===== src/rtl/fp_align_shift.sv =====
// -----------------------------------------------------------------------------
// fp_align_shift
//   Sequential mantissa-alignment stage of the FPU add/sub path. Picks the
//   larger-exponent significand and right-shifts the smaller one by the
//   exponent difference. The shift advances at most STEP bits per cycle.
//   Bits shifted out are collected in a sticky bit. Results go to the mantissa
//   adder through a valid/ready handshake.
//
//   Optional feature macro: FP_ALIGN_SAT_EN
//     defined   : exp_diff >= 27 finishes in one cycle. shift_reg becomes 0 and
//                 sticky becomes |small.
//     undefined : the shifter walks the full exp_diff distance. The result is
//                 bit-identical; only the latency is longer.
//
// Parameters
//   STEP        maximum shift distance per cycle (1..8)
// Ports
//   clk         system clock, rising edge
//   rst         synchronous active-high reset
//   in_valid    upstream operands valid
//   in_ready    stage idle and able to accept operands (registered)
//   exp_diff    exponent-difference magnitude, 0..127
//   swap        1: operand b has the larger exponent
//   mant_a/b    24-bit significands with the hidden bit included
//   out_valid   aligned result valid (registered)
//   out_ready   downstream accepts the result
//   mant_big    {larger significand, 3'b000}
//   mant_small  aligned smaller significand, with sticky folded into bit 0
//   swap_out    registered copy of swap
// -----------------------------------------------------------------------------
module fp_align_shift #(
    parameter int STEP = 4
) (
    input  logic        clk,
    input  logic        rst,
    input  logic        in_valid,
    output logic        in_ready,
    input  logic [6:0]  exp_diff,
    input  logic        swap,
    input  logic [23:0] mant_a,
    input  logic [23:0] mant_b,
    output logic        out_valid,
    input  logic        out_ready,
    output logic [26:0] mant_big,
    output logic [26:0] mant_small,
    output logic        swap_out
);

    typedef enum logic [1:0] {
        IDLE  = 2'd0,
        SHIFT = 2'd1,
        DONE  = 2'd2
    } state_t;

    state_t      r_state;
    logic        r_in_ready;
    logic        r_out_valid;
    logic [23:0] r_big;
    logic [26:0] r_shift;
    logic        r_sticky;
    logic [6:0]  r_rem;
    logic        r_swap;

    logic [23:0] w_small;
    logic        w_sat;
    logic [6:0]  w_deff;
    logic [3:0]  w_k;
    logic [26:0] w_mask;
    logic [26:0] w_shifted;
    logic        w_lost;

    // Operand selection and effective shift distance at accept time.
    always_comb begin
        w_small = swap ? mant_a : mant_b;
`ifdef FP_ALIGN_SAT_EN
        // At 27 or more the whole 27-bit field drops into sticky.
        w_sat   = (exp_diff >= 7'd27);
`else
        w_sat   = 1'b0;
`endif
        w_deff  = w_sat ? 7'd0 : exp_diff;
    end

    // One shift step: k = min(STEP, rem). The mask keeps the k bits that drop off.
    always_comb begin
        w_k       = (r_rem < 7'(STEP)) ? r_rem[3:0] : 4'(STEP);
        w_mask    = (27'd1 << w_k) - 27'd1;
        w_shifted = r_shift >> w_k;
        w_lost    = |(r_shift & w_mask);
    end

    always_ff @(posedge clk) begin
        if (rst) begin
            r_state     <= IDLE;
            r_in_ready  <= 1'b1;
            r_out_valid <= 1'b0;
            r_big       <= '0;
            r_shift     <= '0;
            r_sticky    <= 1'b0;
            r_rem       <= '0;
            r_swap      <= 1'b0;
        end else begin
            case (r_state)
                IDLE: begin
                    if (in_valid) begin
                        r_big    <= swap ? mant_b : mant_a;
                        r_shift  <= w_sat ? 27'd0 : {w_small, 3'b000};
                        r_sticky <= w_sat & (|w_small);
                        r_rem    <= w_deff;
                        r_swap   <= swap;
                        r_in_ready <= 1'b0;
                        if (w_deff == 7'd0) begin
                            r_state     <= DONE;
                            r_out_valid <= 1'b1;
                        end else begin
                            r_state <= SHIFT;
                        end
                    end
                end
                SHIFT: begin
                    r_shift  <= w_shifted;
                    r_sticky <= r_sticky | w_lost;
                    r_rem    <= r_rem - 7'(w_k);
                    if (r_rem == 7'(w_k)) begin
                        r_state     <= DONE;
                        r_out_valid <= 1'b1;
                    end
                end
                DONE: begin
                    // Return to IDLE takes one full cycle, so there is no same-cycle re-accept.
                    if (out_ready) begin
                        r_state     <= IDLE;
                        r_out_valid <= 1'b0;
                        r_in_ready  <= 1'b1;
                    end
                end
                default: begin
                    r_state     <= IDLE;
                    r_in_ready  <= 1'b1;
                    r_out_valid <= 1'b0;
                end
            endcase
        end
    end

    assign in_ready   = r_in_ready;
    assign out_valid  = r_out_valid;
    assign mant_big   = {r_big, 3'b000};
    assign mant_small = {r_shift[26:1], r_shift[0] | r_sticky};
    assign swap_out   = r_swap;

endmodule


===== config.mk =====
export PLATFORM = sky130hd
export DESIGN_NAME = fp_align_shift
export DESIGN_NICKNAME = d
export VERILOG_FILES = /design/src/rtl/fp_align_shift.sv
export SDC_FILE = /design/constraint.sdc
export NUM_CORES = 1
export LEC_CHECK = 0
export ABC_AREA = 0
export CAP_MARGIN = 20
export CORE_MARGIN = 10
export CORE_UTILIZATION = 49
export DETAILED_ROUTE_END_ITERATION = 10
export PLACE_DENSITY = 0.89
export RECOVER_POWER = 100
export SYNTH_ARGS = -nofsm -noshare
export SYNTH_HDL_FRONTEND = slang
export SYNTH_SLANG_ARGS = --single-unit

===== constraint.sdc =====
create_clock -name clk -period 3.1 [get_ports clk]
set_input_delay 0.465 -clock clk [delete_from_list [all_inputs] [get_ports clk]]
set_output_delay 0.465 -clock clk [all_outputs]
set_load 0.01 [all_outputs]

======== Word level (Yosys, flattened, before mapping) ========
Index checks and enable logic that the tools add are counted.
word-level totals
  word-level logic and storage cells ...... 54
  register bits after elaboration ......... 64
  input bits .............................. 60
cells by class
  $add $sub $neg .......................... 2
  reduce and logical (&&, ||, !) cells .... 9
  magnitude comparators ................... 1
  equality and inequality tests ........... 7
  bitwise operators ....................... 4
  shifts and indexed selects .............. 2
  mux-type cells .......................... 21
operator list
  operator                                                                      count
  27-bit one-hot mux with 2 select lines                                        1
  24-bit 2-to-1 mux                                                             2
  27-bit bitwise AND                                                            1
  27-bit 2-to-1 mux                                                             1
  27-bit OR reduction                                                           1
  1-bit by 4-bit left shift with 27-bit output, first input constant            1
  27-bit by 4-bit >> shifter with 27-bit output                                 1
  27-bit by 1-bit subtractor with 27-bit output, second input constant          1
  7-bit one-hot mux with 2 select lines                                         1
  2-bit 2-to-1 mux                                                              4
  2-bit inequality test, second input constant                                  4
  7-bit by 4-bit equality test with 1-bit output                                1
  7-bit logical NOT                                                             1
  7-bit by 3-bit less-than comparator with 1-bit output, second input constant  1
  7-bit 2-to-1 mux                                                              1
  7-bit by 4-bit subtractor with 7-bit output                                   1
  1-bit 2-to-1 mux                                                              6
  1-bit one-hot mux with 3 select lines                                         2
  2-bit one-hot mux with 3 select lines                                         1
  3-bit AND reduction                                                           2
  4-bit 2-to-1 mux                                                              1
  2-bit AND reduction                                                           2
  4-bit AND reduction                                                           1
  2-bit by 1-bit equality test with 1-bit output, second input constant         1
  other kinds (6)                                                               7

======== Depth between registers and ports, before layout ========
  word-level depth ........................ 8
  depth in mapped cells ................... 11
  mapped depth without buffers ............ 8

======== Worst setup path before layout ========
Ideal clock, no wire load.
  path kind ............................... reg2reg
  start ................................... register r_rem[2]
  end ..................................... register r_rem[4]
  cell stages (with the launch flop) ...... 12
  period minus slack after synthesis ...... 2533 ps
  buffers on the path ..................... 3
  arrival ................................. 2437 ps
  required time ........................... 3005 ps
  library setup time ...................... 95 ps
  setup slack ............................. 567 ps
  cell sequence ........................... dfxtp_1 buf_6 or4_4 or2_0 clkbuf_2 clkbuf_1 nand2_1 ha_1 or2_2 a21oi_1 a32o_1 a221oi_1
on the way
  longest elaborated chain between the ends .. 4
ends and longest elaborated chain
  item                                                   line  RTL
  from (decl)                                            61    logic [6:0] r_rem;
  from (signal assigned)                                 109   r_rem <= w_deff;
  from (signal assigned)                                 123   r_rem <= r_rem - 7'(w_k);
  7-bit by 3-bit less-than comparator with 1-bit output  86    w_k = (r_rem < 7'(STEP)) ? r_rem[3:0] : 4'(STEP);
  4-bit 2-to-1 mux                                       86
  7-bit by 4-bit subtractor with 7-bit output *          123
  7-bit one-hot mux with 2 select lines *                103   case (r_state)
Mark *: on every way between the ends. The rest lies on a longest branch, timed or not.
A chain may end at the register's enable or synchronous reset.

======== Final worst setup path ========
  start ................................... register r_rem[2]
  end ..................................... register r_sticky
on the way
  longest elaborated chain between the ends .. 8
ends and longest elaborated chain
  item                                                   line  RTL
  7-bit by 3-bit less-than comparator with 1-bit output  86
  4-bit 2-to-1 mux *                                     86
  1-bit by 4-bit left shift with 27-bit output *         87    w_mask = (27'd1 << w_k) - 27'd1;
  27-bit by 1-bit subtractor with 27-bit output *        87
  27-bit bitwise AND *                                   89    w_lost = |(r_shift & w_mask);
  27-bit OR reduction *                                  89
  1-bit OR *                                             122   r_sticky <= r_sticky | w_lost;
  1-bit one-hot mux with 2 select lines *                103
  to (signal assigned)                                   108   r_sticky <= w_sat & (|w_small);
  to (signal assigned)                                   122
  to (decl)                                              60    logic r_sticky;
Marks and branches as above.

==> flow_summary.yaml <==
status:
  status: "finished, final reports clean"
synthesis:
  synthFlopType: "dfxtp_1"
  ys_warn_count: 0
  synth_seq_cells: 64
  synthArstFlopShare: 0
  synth_top_cell_by_area: "dfxtp_1"
  synth_top_area_frac: 0.2937
  syn_avg_cell_area_sq_um: 8.232
  synth_cell_types: 58
  syn-cell-area_sq_mm: 0.004363
  seq_area_frac_synth: 0.2937
  yosys-top-cells-area: "dfxtp_1 (29%), mux2i_1 (19%), a211oi_1 (5.0%)"
  netlist_instances: 530
  synth-edff-count: 0
hold_path:
  min-delay-start: "swap_out"
  hold_path_depth: 2
  whs_endpoint: "swap_out"
  hp-class: "reg2reg"
pwr:
  switchingPower_w: 0.001235
  leakage_nw: 2.240
  internal_power_w: 0.002069
  swShare: 0.3739
  ir_worst_vdd_uv: 269.0
  combPwrFrac: 0.390
  clockPowerShare: 0.266
  pwr-share-seq: 0.345
  power.density_mw_per_mm2: 597.5
placed_design:
  io_buffers: 113
  hpwl_microns: 10420
  routabilityCongestion: 0.9940
global_route:
  gr-total-overflow: 0
  antenna_found_initial: 0
  first_global_vias: 4272
  grt_max_degree: 52
  grt_use_total: 0.2112
  grt_pass1_wl_microns: 22740
detailed_routing:
  dr.pass1.iters: 6
  wire_per_inst_microns: 20.60
  vias: 4430
  drc_errors: 0
  postRouteAntennaNets: 0
  via_per_inst: 6.293
  initialDrtViolationCount: 546
  totalWireLength_microns: 14500
sta:
  hold_violations: 0
  setup_tns_ps: 0
  relSlewSlack: 0.1233
  fin_crit_ps: 2732
  post-route-period-util: 0.8813
  worst_slew_pin_slew_ps: 1305
  max_freq_mhz: 366.0
  setup_violations: 0
  rsz0062_at_grt: "false"
  whs_ps: 461.0
  finClkSkew_ps: 8.254
  finalMaxSlewViolations: 0
clocking:
  clk_pin_slew_ps: 80
  post_cts_buffers: 0
  clk_latency_ps: 350
  clkSinkCount: 64
  cts_buffer_depth: 2
  cts_max_level: 3
  numCtsBuffers: 9
  ctsHoldBuffers: 0
  cts_tree: "done"
  cts_resized: 0
  root_buffer: "clkbuf_8"
setup_path:
  worst_setup_path_end_kind: "register"
  r2r-start: "r_rem[2]"
  rrSetupSlack_ps: 370
  worst_setup_path_start_kind: "register"
  reg2reg_depth: 4
  arrival_ps: 2970
  r2r-end: "r_sticky"
  cp_data_required_time_ps: 3340
  cp_max_fo: 15
  crit_type: "reg2reg"
finish:
  area_growth_pct: 26.76
  drive_gt1_frac: 0.07383
  diodes: 0
  fin_nets: 653
floorplanning:
  num_rows: 34
  die_y_microns: 114.4
  core-area_sq_mm: 0.008678
  ios: 117
  die_w_microns: 114.4
  die_area_sq_mm: 0.01308
  start_util: 0.5027
job:
  maxCapViolCount: 0
==> synth_stat cells (3+ instances only) <==
cell type	number
nor2b_1	3
buf_4	29
a221oi_1	8
clkbuf_1	29
or3_1	4
buf_6	3
a211oi_1	29
a31oi_1	9
nor3_1	24
buf_2	11
o41ai_1	3
a21oi_1	34
and2_1	5
o22ai_1	7
mux2i_1	81
nor4_1	3
nand2_1	32
mux2_2	4
dfxtp_1	64
nand3_1	15
buf_1	5
a311oi_1	5
o21ai_0	17
o211ai_1	4
inv_1	11
nor2_1	45
==> metal layers <==
layer / part of all wire / routed length, microns / GRT usage
met5: 0 / 0 / 0
met4: 0.021 / 307 / 0.07519
met3: 0.091 / 1324 / 0.05189
met1: 0.44 / 6308 / 0.2643
met2: 0.45 / 6560 / 0.3440
==> cells in the final DEF, fill, tap and decap left out, types with 11 or more instances in the layout <==
cell type | netlist | final
a211oi_1 | 29 | 29
a21oi_1 | 34 | 34
clkdlybuf4s50_1 | 0 | 56
dfxtp_1 | 64 | 63
dlygate4sd3_1 | 0 | 55
inv_1 | 11 | 11
mux2i_1 | 81 | 81
nand2_1 | 32 | 32
nand3_1 | 15 | 15
nor2_1 | 45 | 46
nor3_1 | 24 | 25
o21ai_0 | 17 | 17
==> worst max-delay path, stage by stage, from the launching register on <==
cell and delay, ps:
dfxtp_1 400, or4_4 670, nor2_1 990, o221ai_1 260, o31a_1 300
==> sequential cells by signal, indices dropped and copies added, names as in the netlist <==
name,flops
r_shift,27
r_big,24
r_rem,7
r_state,2
in_ready,1
out_valid,1
r_sticky,1
swap_out,1
==> through the flow <==
stage          instances  power [W]  setup WS (ps)  utilization  area [sq um]
2_1_floorplan        532   0.002019          567.4            -          4370
3_3_place_gp         688   0.002420          707.0       0.6148          5335
3_5_place_dp         688   0.002470          621.1       0.6148          5335
4_1_cts              704   0.003347          565.8       0.6419          5570
5_1_grt              704   0.003459          249.5       0.6373          5530
6_report             704   0.003304          368.0       0.6373          5530
==> how the worst max path moves through the flow <==
stage / from / to / slack (ps) / cells past startpoint
final: r_rem[2] / r_sticky / 370 / 4
after global routing: r_rem[2] / r_sticky / 250 / 4
after CTS: r_rem[2] / r_rem[4] / 570 / 8
after detailed placement: r_rem[2] / r_rem[4] / 620 / 8
after global placement: r_rem[2] / r_rem[4] / 710 / 8
after floorplan: r_rem[2] / r_rem[4] / 570 / 11
==> area by class of cell <==
type	instances	area (sq um)
Timing Repair Buffer	126	1249
Multi-Input combinational cell	378	2584
Inverter	12	45.04
Fill cell	670	3148
Clock buffer	10	127.6
Tap cell	108	135.1
Sequential cell	64	1282
Clock inverter	6	107.6
==> power groups by stage <==
stage	Combinational [W]	Sequential, W	Clock, W
after global routing	0.00140	0.00115	0.000910
final	0.00129	0.00114	0.000877
after floorplan	0.000936	0.00108	0
after CTS	0.00134	0.00113	0.000877
after global placement	0.00128	0.00114	0
after detailed placement	0.00132	0.00115	0
==> cells by family after synthesis <==
kind of cell | after synthesis | synth area share
compound gates | 137 | 0.2139
fa+ha+maj | 2 | 0.005735
buf+inv | 90 | 0.1110
flops | 64 | 0.2937
mux | 87 | 0.2065
other cells | 2 | 0.001721
simple gates | 148 | 0.1675
Note: power is estimated with default switching activity, not from simulation.
